==> src/rtl/hamming_pkg.sv <==
// Shared types, FSM state encoding and the SECDED encode function.
// Used by the encoder engine and the program-2 decoder side.
package hamming_pkg;

  typedef logic [11:1] msg_t;
  typedef logic [15:0] cw_t;

  typedef enum logic [2:0] {
    IDLE  = 3'd0,
    RD_LO = 3'd1,
    RD_HI = 3'd2,
    WR_LO = 3'd3,
    WR_HI = 3'd4,
    DONE  = 3'd5
  } state_t;

  // Layout {d11..d5, p8, d4..d2, p4, d1, p2, p1, p0}; p0 gives even overall parity.
  function automatic cw_t hamming_encode(input msg_t d);
    logic p8, p4, p2, p1, p0;
    p8 = ^d[11:5];
    p4 = (^d[11:8]) ^ (^d[4:2]);
    p2 = d[11] ^ d[10] ^ d[7] ^ d[6] ^ d[4] ^ d[3] ^ d[1];
    p1 = d[11] ^ d[9]  ^ d[7] ^ d[5] ^ d[4] ^ d[2] ^ d[1];
    p0 = (^d) ^ p8 ^ p4 ^ p2 ^ p1;
    return {d[11:5], p8, d[4:2], p4, d[1], p2, p1, p0};
  endfunction

endpackage

==> src/rtl/hamming_enc_core.sv <==
// Combinational SECDED encoder: 11-bit message in, 16-bit codeword out.
module hamming_enc_core
  import hamming_pkg::*;
(
  input  msg_t msg,
  output cw_t  cw
);

  assign cw = hamming_encode(msg);

endmodule

==> src/rtl/hamming_enc_engine.sv <==
// Memory-mapped SECDED encoder: reads NUM_MSG messages, writes back codewords.
// Four cycles per message over a single shared byte-wide memory port.
module hamming_enc_engine
  import hamming_pkg::*;
#(
  parameter int unsigned NUM_MSG  = 15,
  parameter int unsigned IN_BASE  = 0,
  parameter int unsigned OUT_BASE = 30,
  parameter int unsigned AW       = 8
) (
  input  logic          clk,
  input  logic          reset,
  input  logic          start,
  output logic          busy,
  output logic          done,
  output logic [AW-1:0] mem_addr,
  input  logic [7:0]    mem_rd_data,
  output logic          mem_wr_en,
  output logic [7:0]    mem_wr_data
);

  localparam int unsigned IW = (NUM_MSG > 1) ? $clog2(NUM_MSG) : 1;

  state_t        state;
  logic [IW-1:0] idx;
  logic [7:0]    lo_q;
  cw_t           cw_q;
  cw_t           enc_cw;
  logic [AW-1:0] in_addr;
  logic [AW-1:0] out_addr;

  // Hi byte bits [7:3] are dropped here; only d11..d9 come from it.
  hamming_enc_core u_core (
    .msg ({mem_rd_data[2:0], lo_q}),
    .cw  (enc_cw)
  );

  always_ff @(posedge clk or posedge reset) begin
    if (reset) begin
      state <= IDLE;
      idx   <= '0;
      lo_q  <= '0;
      cw_q  <= '0;
    end else begin
      case (state)
        IDLE, DONE: begin
          if (start) begin
            state <= RD_LO;
            idx   <= '0;
          end
        end
        RD_LO: begin
          lo_q  <= mem_rd_data;
          state <= RD_HI;
        end
        RD_HI: begin
          cw_q  <= enc_cw;
          state <= WR_LO;
        end
        WR_LO: state <= WR_HI;
        WR_HI: begin
          if (idx == IW'(NUM_MSG - 1)) begin
            state <= DONE;
          end else begin
            idx   <= idx + IW'(1);
            state <= RD_LO;
          end
        end
        default: state <= IDLE;
      endcase
    end
  end

  assign in_addr  = AW'(IN_BASE)  + (AW'(idx) << 1);
  assign out_addr = AW'(OUT_BASE) + (AW'(idx) << 1);

  // Port outputs decode straight from state so an async reset clears them at once.
  always_comb begin
    mem_addr    = '0;
    mem_wr_en   = 1'b0;
    mem_wr_data = '0;
    case (state)
      RD_LO: mem_addr = in_addr;
      RD_HI: mem_addr = in_addr + AW'(1);
      WR_LO: begin
        mem_addr    = out_addr;
        mem_wr_en   = 1'b1;
        mem_wr_data = cw_q[7:0];
      end
      WR_HI: begin
        mem_addr    = out_addr + AW'(1);
        mem_wr_en   = 1'b1;
        mem_wr_data = cw_q[15:8];
      end
      default: ;
    endcase
  end

  assign busy = (state == RD_LO) || (state == RD_HI) || (state == WR_LO) || (state == WR_HI);
  assign done = (state == DONE);

endmodule

==> config.mk <==
export PLATFORM = sky130hd
export DESIGN_NAME = hamming_enc_engine
export DESIGN_NICKNAME = d
export VERILOG_FILES = /design/src/rtl/hamming_pkg.sv /design/src/rtl/hamming_enc_core.sv /design/src/rtl/hamming_enc_engine.sv
export SDC_FILE = /design/constraint.sdc
export NUM_CORES = 1
export LEC_CHECK = 0
export BUFFER_PORTS_ARGS = -buffer_cell sky130_fd_sc_hd__buf_2
export CAP_MARGIN = 40
export CELL_PAD_IN_SITES_DETAIL_PLACEMENT = 1
export CELL_PAD_IN_SITES_GLOBAL_PLACEMENT = 1
export CORE_UTILIZATION = 42
export CTS_CLUSTER_SIZE = 24
export DETAILED_ROUTE_END_ITERATION = 12
export HOLD_SLACK_MARGIN = 0.03
export PLACE_DENSITY = 0.76
export SETUP_SLACK_MARGIN = 0.2
export SYNTH_ARGS = -nofsm -noshare
export SYNTH_HDL_FRONTEND = slang
export SYNTH_SLANG_ARGS = --single-unit
==> constraint.sdc <==
create_clock -name clk -period 2.1 [get_ports clk]
set_input_delay 0.42 -clock clk [delete_from_list [all_inputs] [get_ports clk]]
set_output_delay 0.42 -clock clk [all_outputs]
set_load 0.01 [all_outputs]
==> results of run 1 <==
[state kept, by name (all words and copies together) (netlist names)]
| signal | flops |
|---|---|
| idx | 4 |
| cw_q | 16 |
| lo_q | 8 |
| state | 3 |
[how the worst min path moves through the flow]
| stage | startpoint | end | slack [ps] | cells past startpoint |
|---|---|---|---|---|
| global route | reset | cw_q[4] | 250 | 3 |
| global placement | cw_q[10] | cw_q[10] | 460 | 2 |
| CTS | reset | idx[1] | 220 | 3 |
| finish | reset | cw_q[4] | 210 | 3 |
| detailed placement | cw_q[4] | cw_q[4] | 470 | 2 |
| floorplan | cw_q[13] | cw_q[13] | 450 | 2 |
[through the flow]
step,hold slack [ps],setup slack [ps]
floorplan,446,216
global placement,459,245
detailed placement,469,31.7
CTS,222,130
global route,249,33.9
finish,211,113
[tightest hold or removal path, cell delays in order]
cell	delay (ps)
buf_2	90
inv_1	40
buf_4	360
[layout by cell type, fill, tap and decap left out, types with 4 or more instances in the layout]
cell type	count
a22o_1	9
buf_2	27
buf_4	13
buf_6	6
clkbuf_8	6
dfrtp_1	28
inv_1	4
mux2_2	9
nand2_1	50
nor2_1	6
o21ai_0	4
o21ai_1	4
xnor2_1	10
xnor3_1	4
[layout make-up]
type	count	area, um2
sequential	31	779
clock inverter	1	5.00
inverter	6	22.5
timing repair buffer	46	300
fill	458	1790
tap	50	62.6
multi-input combinational	130	955
clock buffer	6	82.6
[cells by family (layout without fill, tap and decap cells)]
kind of cell / count (synthesis) / in the layout / share of synthesized area
compound gates: 24 / 24 / 0.0934
xor+xnor: 19 / 19 / 0.148
fa+ha+maj: 4 / 4 / 0.0271
buf+inv: 19 / 59 / 0.0477
flops: 31 / 31 / 0.442
mux: 10 / 10 / 0.0634
other cells: 1 / 2 / 0.00214
simple gates: 71 / 71 / 0.177
[what timing repair did]
| item | in CTS | in global routing |
|---|---|---|
| setup endpoints to repair | 17 | 15 |
| resized for setup | 22 | 6 |
| buffers inserted | 10 | 2 |
| pin swaps | 12 | 3 |
[routing by layer]
metal	vias to the layer above	wire length [um]	track usage
li1	666	-	-
met1	680	1910	0.269
met2	28	2350	0.424
met3	9	154	0.0582
met4	0	93	0.0931
met5	-	0	0
[power groups by stage]
stage	Combinational (mW)	Clock [mW]	Sequential, mW
after CTS	2.32	0.491	1.14
after global placement	2.03	0	1.13
after detailed placement	2.11	0	1.15
final	2.38	0.473	1.16
after global routing	2.60	0.516	1.20
after floorplan	1.67	0	1.03
==> flow_metrics.env, run 1 <==
export IMPL_remaining_drc_errors=0
export IMPL_place_gp_congestion=0.815
export IMPL_grt_pass1_wl_um=7480
export IMPL_syn2layout_area_growth_pct=25.7
export IMPL_place_area_mm2=0.00195
export IMPL_ant_nets=0
export IMPL_clk_pin_slew_ps=70
export IMPL_p_leak_nw=1.14
export IMPL_synth_cells=179
export IMPL_ioPinCount=30
export IMPL_cts_tree="done"
export IMPL_avgSynthCellArea_um2=9.81
export IMPL_coreArea_mm2=0.00400
export IMPL_synthTopCellsByCount="nand2_1, dfrtp_1, xnor2_1"
export IMPL_hold_buffers=0
export IMPL_io_buffers=27
export IMPL_synth_cell_types=37
export IMPL_pwr_share_comb=0.593
export IMPL_grt_ovfl_total=0
export IMPL_htree_levels=2
export IMPL_critPathKind="reg2out"
export IMPL_period_needed_ps=1990
export IMPL_cp_end_kind="output port"
export IMPL_die_area_mm2=0.00444
export IMPL_final_cells=270
export IMPL_path_buf_inv=1
export IMPL_vias_per_cell=5.12
export IMPL_crit_required_ps=1680
export IMPL_crit_start="state[1]"
export IMPL_n_antenna_cell=0
export IMPL_power_mw=4.00
export IMPL_hold_viol=0
export IMPL_vias=1383
export IMPL_cts_buffers=5
export IMPL_power_switching_mw=1.57
export IMPL_crit_family="simple AND/OR/NAND/NOR gates"
export IMPL_drt_wl_total_um=4510
export IMPL_skew_ps=5.33
export IMPL_setup_viol_count_final=0
export IMPL_worstReg2RegEnd="idx[0]"
export IMPL_r2r_start="state[0]"
export IMPL_r2r_slack_ps=360
export IMPL_rsz0062_at_grt="yes"
export IMPL_crit_top_cell="o21ai_1"
export IMPL_post_synth_top_count_cell="nand2_1"
export IMPL_drive_gt1_frac=0.345
export IMPL_row_count=23
export IMPL_nets=234
export IMPL_design_area_mm2=0.00221
export IMPL_crit_path_max_fanout=6
export IMPL_endpoint="mem_addr[3]"
export IMPL_synth_area_leaders="dfrtp_1, nand2_1, mux2_2"
export IMPL_cts_sinks=31
export IMPL_worstSetupStartpointType="register"
export IMPL_slew_viol_final=0
export IMPL_worstSkewPairLatency_ps=280
export IMPL_yosysWarnings=0
export IMPL_clockBufferDepth=2
export IMPL_grt_antenna_before_repair=0
export IMPL_routedWlPerCell_um=16.7
export IMPL_p_seq_frac=0.289
export IMPL_cp_num_cells=5
export IMPL_synth_top_cell_by_area="dfrtp_1"
export IMPL_p_int_mw=2.43
export IMPL_timing_fmax_mhz=503
export IMPL_post_route_period_util=0.946
export IMPL_worstPathArrival_ps=1570
export IMPL_path_cells="or3b_4, nor2_4, o21ai_1, o21ai_1, buf_2"
export IMPL_firstDrtPassIters=3
export IMPL_grt_max_degree=32
export IMPL_dp_hpwl_um=3090
export IMPL_synth_top_cell_area_share=0.442
export IMPL_reg2reg_depth=5
export IMPL_die_h_um=66.7
export IMPL_pwr_density_cell_mw_per_mm2=1810
export IMPL_fin_util=0.552
export IMPL_outcome="finished, final reports clean"
export IMPL_synth_area_mm2=0.00176
export IMPL_netSwitchingFraction=0.393
export IMPL_hp_class="in2async"
export IMPL_drt_iter0_markers=25
export IMPL_synth_edf_count=0
export IMPL_start_util=0.439
export IMPL_track_usage=0.238
export IMPL_yosysSeqAreaShare=0.442
export IMPL_synth_seq_cells=31
export IMPL_die_w_um=66.7
export IMPL_power_share_clock=0.118
export IMPL_cts_root_buffer="clkbuf_8"
export IMPL_synthArstFlopShare=1.00
export IMPL_maxCapViolCount=0
export IMPL_slowest_stage="dfrtp_2"
export IMPL_worst_path_largest_cell_delay_ps=480
export IMPL_synth_flop_cell="dfrtp_1"
export IMPL_ir_worst_vdd_mv=1.23
export IMPL_grt_pass1_vias=1533
export IMPL_dp_cells=251
export IMPL_setup_tns_ps=0
No activity file was read; power rests on OpenSTA's default activity.
==> run 2: changes to the inputs <==
Settings changed: CORE_MARGIN set to 3.
==> flow_metrics.env, run 2 (synthesized netlist as in run 1, its figures left out) <==
export IMPL_outcome="finished, final reports clean"
export IMPL_worstPathArrival_ps=1600
export IMPL_cts_tree="done"
export IMPL_drt_wl_total_um=4700
export IMPL_die_area_mm2=0.00499
export IMPL_cts_buffers=5
export IMPL_cp_end_kind="output port"
export IMPL_firstDrtPassIters=4
export IMPL_clk_pin_slew_ps=70
export IMPL_final_cell_mix="nand2_1, dfrtp_1, buf_2"
export IMPL_drive_gt1_frac=0.382
export IMPL_grt_antenna_before_repair=0
export IMPL_r2r_slack_ps=400
export IMPL_start_util=0.456
export IMPL_cts_root_buffer="clkbuf_8"
export IMPL_dp_hpwl_um=3160
export IMPL_grt_max_degree=32
export IMPL_vias_per_cell=5.22
export IMPL_hold_viol=0
export IMPL_critPathKind="reg2out"
export IMPL_crit_start="state[0]"
export IMPL_hp_class="in2async"
export IMPL_crit_path_max_fanout=7
export IMPL_track_usage=0.201
export IMPL_largest_reg_flops=16
export IMPL_ir_worst_vdd_mv=1.09
export IMPL_setup_tns_ps=0
export IMPL_vias=1399
export IMPL_setup_viol_count_final=0
export IMPL_p_leak_nw=1.14
export IMPL_routedWlPerCell_um=17.5
export IMPL_top_register="cw_q"
export IMPL_place_gp_congestion=0.743
export IMPL_syn2layout_area_growth_pct=25.5
export IMPL_htree_levels=2
export IMPL_nets=233
export IMPL_reg_top3="cw_q x16, lo_q x8, idx x4"
export IMPL_row_count=22
export IMPL_die_h_um=70.7
export IMPL_remaining_drc_errors=0
export IMPL_die_w_um=70.7
export IMPL_timing_fmax_mhz=496
export IMPL_grt_pass1_vias=1543
export IMPL_ant_nets=0
export IMPL_post_route_period_util=0.960
export IMPL_drt_iter0_markers=56
export IMPL_r2r_start="state[0]"
export IMPL_clockBufferDepth=2
export IMPL_final_cells=268
export IMPL_layout_commonest_cell="nand2_1"
export IMPL_rsz0062_at_grt="yes"
export IMPL_coreArea_mm2=0.00385
export IMPL_ioPinCount=30
export IMPL_cts_sinks=31
export IMPL_worstSetupStartpointType="register"
export IMPL_crit_required_ps=1680
export IMPL_grt_ovfl_total=0
export IMPL_grt_pass1_wl_um=7800
export IMPL_io_buffers=27
export IMPL_n_antenna_cell=0
export IMPL_skew_ps=4.28
export IMPL_dp_cells=250
export IMPL_worstSkewPairLatency_ps=280
export IMPL_slew_viol_final=0
export IMPL_maxCapViolCount=0
export IMPL_pwr_density_cell_mw_per_mm2=1850
export IMPL_period_needed_ps=2020
run 2: what timing repair did:
action | in CTS | in global routing
buffers inserted | 8 | 2
setup endpoints to repair | 16 | 16
gates resized for setup | 22 | 10
hold buffers | 0 | 0
pin swaps | 6 | 4
run 2: final cells by class:
| type | instances | area [um2] |
|---|---|---|
| timing repair buffer | 45 | 282 |
| clock buffer | 7 | 76.3 |
| tap | 48 | 60.1 |
| sequential | 31 | 781 |
| clock inverter | 1 | 5.00 |
| fill | 459 | 1650 |
| inverter | 6 | 22.5 |
| multi-input combinational | 130 | 977 |
run 2: routing by layer:
| layer | global-route usage | wire [um] |
|---|---|---|
| met1 | 0.243 | 2050 |
| met2 | 0.363 | 2430 |
| met3 | 0.0483 | 180 |
| met4 | 0.0459 | 33 |
| met5 | 0 | 0 |
run 2: report_power, final:
group          switching [mW]  internal (mW)
clock                   0.222          0.232
combinational            1.10           1.33
sequential              0.317          0.882
run 2: final timing paths:
check	end	cells after the start
max in group asynchronous	idx[0]	3
setup reg to reg	idx[0]	5
min in group clk	lo_q[4]	2
hold / removal	state[2]	3
hold reg to reg	cw_q[10]	2
setup / recovery	mem_addr[3]	5
run 2: worst max-delay path, cell delays in order (launching register included):
cell and delay (ps):
dfrtp_2 480, or3b_4 430, nor2_2 90, o21ai_0 70, o21ai_1 90, buf_2 140
run 2: metrics by stage:
step | hold WS [ps] | area, um2 | setup WS (ps) | total power [mW] | util
floorplan | 446 | 1760 | 216 | 2.70 | -
CTS | 229 | 2160 | 108 | 3.98 | 0.561
finish | 217 | 2200 | 83.5 | 4.08 | 0.572
global route | 248 | 2200 | 9.55 | 4.37 | 0.572
detailed placement | 472 | 1950 | 204 | 3.28 | 0.507
global placement | 462 | 1950 | 322 | 3.17 | 0.507
==> run 3: changes to the inputs <==
Settings changed: ABC_AREA set to 1, CORE_UTILIZATION 42 to 41, PLACE_DENSITY 0.76 to 0.78.
==> flow_metrics.env, run 3 <==
export IMPL_synth_top_family_by_area="simple AND/OR/NAND/NOR gates"
export IMPL_post_route_period_util=0.926
export IMPL_worstSkewPairLatency_ps=290
export IMPL_dp_hpwl_um=4150
export IMPL_p_leak_nw=1.32
export IMPL_synth_area_mm2=0.00196
export IMPL_grt_antenna_before_repair=0
export IMPL_yosys_area_share_simple=0.330
export IMPL_outcome="finished, final reports clean"
export IMPL_htree_levels=2
export IMPL_timing_fmax_mhz=514
export IMPL_yosysWarnings=0
export IMPL_crit_start="state[0]"
export IMPL_nets=334
export IMPL_synth_cells=273
export IMPL_skew_ps=7.08
export IMPL_synth_cell_types=27
export IMPL_drt_iter0_markers=92
export IMPL_synth_mux_area_frac=0
export IMPL_place_gp_congestion=0.848
export IMPL_die_h_um=75.1
export IMPL_syn2layout_area_growth_pct=24.5
export IMPL_cts_tree="done"
export IMPL_final_cell_mix="nand2_1, dfrtp_1, buf_2"
export IMPL_ioPinCount=30
export IMPL_avgSynthCellArea_um2=7.17
export IMPL_grt_pass1_vias=1915
export IMPL_worstSetupStartpointType="register"
export IMPL_synth_area_leaders="dfrtp_1, nand2_1, o21ai_0"
export IMPL_yosysSeqAreaShare=0.396
export IMPL_clockBufferDepth=2
export IMPL_holdWs_ps=206
export IMPL_ant_nets=0
export IMPL_routedWlPerCell_um=16.6
export IMPL_critPathKind="reg2out"
export IMPL_synth_edf_count=0
export IMPL_hp_class="in2async"
export IMPL_layout_commonest_cell="nand2_1"
export IMPL_slew_viol_final=0
export IMPL_clk_pin_slew_ps=70
export IMPL_vias_per_cell=5.30
export IMPL_pwr_density_cell_mw_per_mm2=1760
export IMPL_firstDrtPassIters=4
export IMPL_synth_seq_cells=31
export IMPL_crit_path_max_fanout=6
export IMPL_cts_sinks=31
export IMPL_synth_fa_ha_area_frac=0.0192
export IMPL_period_needed_ps=1940
export IMPL_grt_ovfl_total=0
export IMPL_drt_wl_total_um=6160
export IMPL_worstPathArrival_ps=1520
export IMPL_synth_compound_area_frac=0.124
export IMPL_grt_pass1_wl_um=9330
export IMPL_post_synth_top_count_cell="nand2_1"
export IMPL_endpoint="mem_addr[1]"
export IMPL_setup_tns_ps=0
export IMPL_synth_flop_cell="dfrtp_1"
export IMPL_worstReg2RegEnd="idx[0]"
export IMPL_drive_gt1_frac=0.328
export IMPL_setup_viol_count_final=0
export IMPL_n_antenna_cell=0
export IMPL_hold_buffers=0
export IMPL_r2r_slack_ps=450
export IMPL_start_util=0.438
export IMPL_r2r_start="state[0]"
export IMPL_remaining_drc_errors=0
export IMPL_synth_top_cell_by_area="dfrtp_1"
export IMPL_synthArstFlopShare=1.00
export IMPL_synth_xor_xnor_area_share=0.0358
export IMPL_maxCapViolCount=0
export IMPL_die_w_um=75.1
export IMPL_synthTopCellsByCount="nand2_1, dfrtp_1, inv_1, o21ai_0, nand2_2"
export IMPL_track_usage=0.223
export IMPL_reg2reg_depth=10
export IMPL_vias=1973
export IMPL_die_area_mm2=0.00564
export IMPL_row_count=24
export IMPL_cts_buffers=5
export IMPL_largest_reg_flops=16
export IMPL_io_buffers=27
export IMPL_n_fill_cell=598
export IMPL_synth_top_cell_area_share=0.396
export IMPL_hold_viol=0
export IMPL_cts_root_buffer="clkbuf_8"
export IMPL_coreArea_mm2=0.00447
export IMPL_top_register="cw_q"
export IMPL_crit_required_ps=1680
export IMPL_cp_end_kind="output port"
export IMPL_reg_top3="cw_q x16, lo_q x8, idx x4"
export IMPL_ir_worst_vdd_mv=0.632
export IMPL_rsz0062_at_grt="yes"
export IMPL_grt_max_degree=32
-- run 3: cell types whose count changed in the layout (fill, tap and decap cells not counted), moves of 11 or more --
cell | previous run | this run
nand3_1 | 1 | 15
o21ai_0 | 5 | 19
inv_2 | 4 | 15
nand2_2 | 3 | 16
inv_1 | 2 | 19
nand2_1 | 47 | 88
-- run 3: through the flow --
| step | instance area, um2 | utilization | power [mW] | setup WS, ps | std cells |
|---|---|---|---|---|---|
| final | 2440 | 0.545 | 4.30 | 156 | 372 |
| after global routing | 2440 | 0.545 | 4.68 | 57.0 | 372 |
| after CTS | 2320 | 0.518 | 4.04 | 197 | 364 |
| after detailed placement | 2150 | 0.481 | 3.37 | 326 | 350 |
| after global placement | 2150 | 0.481 | 3.24 | 366 | 350 |
| after floorplan | 1960 | - | 2.68 | 432 | 274 |
-- run 3: repair_timing --
item	in CTS	in global routing
setup buffers	7	7
cloned	0	1
setup endpoints to repair	14	15
gates resized for setup	13	18
pin swaps	2	4
-- run 3: cell families after synthesis --
kind of cell,count (synthesis)
compound gates,42
xor+xnor,8
fa+ha+maj,3
buf+inv,44
flops,31
other cells,1
simple gates,144
-- run 3: cell type report --
cell class	instances	area (um2)	area share
clock buffer	6	82.6	0.0339
tap	52	65.1	0.0267
multi-input combinational	199	1060	0.436
inverter	36	145	0.0595
clock inverter	1	5.00	0.00205
sequential	31	779	0.320
timing repair inverter	1	6.26	0.00257
timing repair buffer	46	292	0.120
-- run 3: power by group --
group | leakage, nW | internal [mW] | total, mW | switching, mW
Combinational | 0.899 | 1.01 | 2.67 | 1.66
Sequential | 0.379 | 0.873 | 1.14 | 0.263
Clock | 0.0470 | 0.257 | 0.493 | 0.236
Total | 1.32 | 2.14 | 4.30 | 2.16
-- run 3: metal layers --
layer,vias to the layer above,part of all wire,global-route usage
met5,-,0,0
met4,0,0.018,0.0692
met3,13,0.049,0.0507
met2,53,0.50,0.362
met1,958,0.43,0.295
li1,949,-,-
-- run 3: worst min-delay path by stage --
stage	startpoint	to
2_1_floorplan	cw_q[0]	cw_q[0]
3_3_place_gp	cw_q[12]	cw_q[12]
6_report	reset	lo_q[4]
3_5_place_dp	cw_q[12]	cw_q[12]
4_1_cts	reset	lo_q[3]
5_1_grt	reset	lo_q[3]
-- run 3: worst max-delay path: stages, from the launching register on --
cell,delay (ps)
dfrtp_1,410
inv_2,90
nor2_4,200
nand2_4,100
nand2_4,80
inv_4,60
o21ai_1,130
buf_2,150
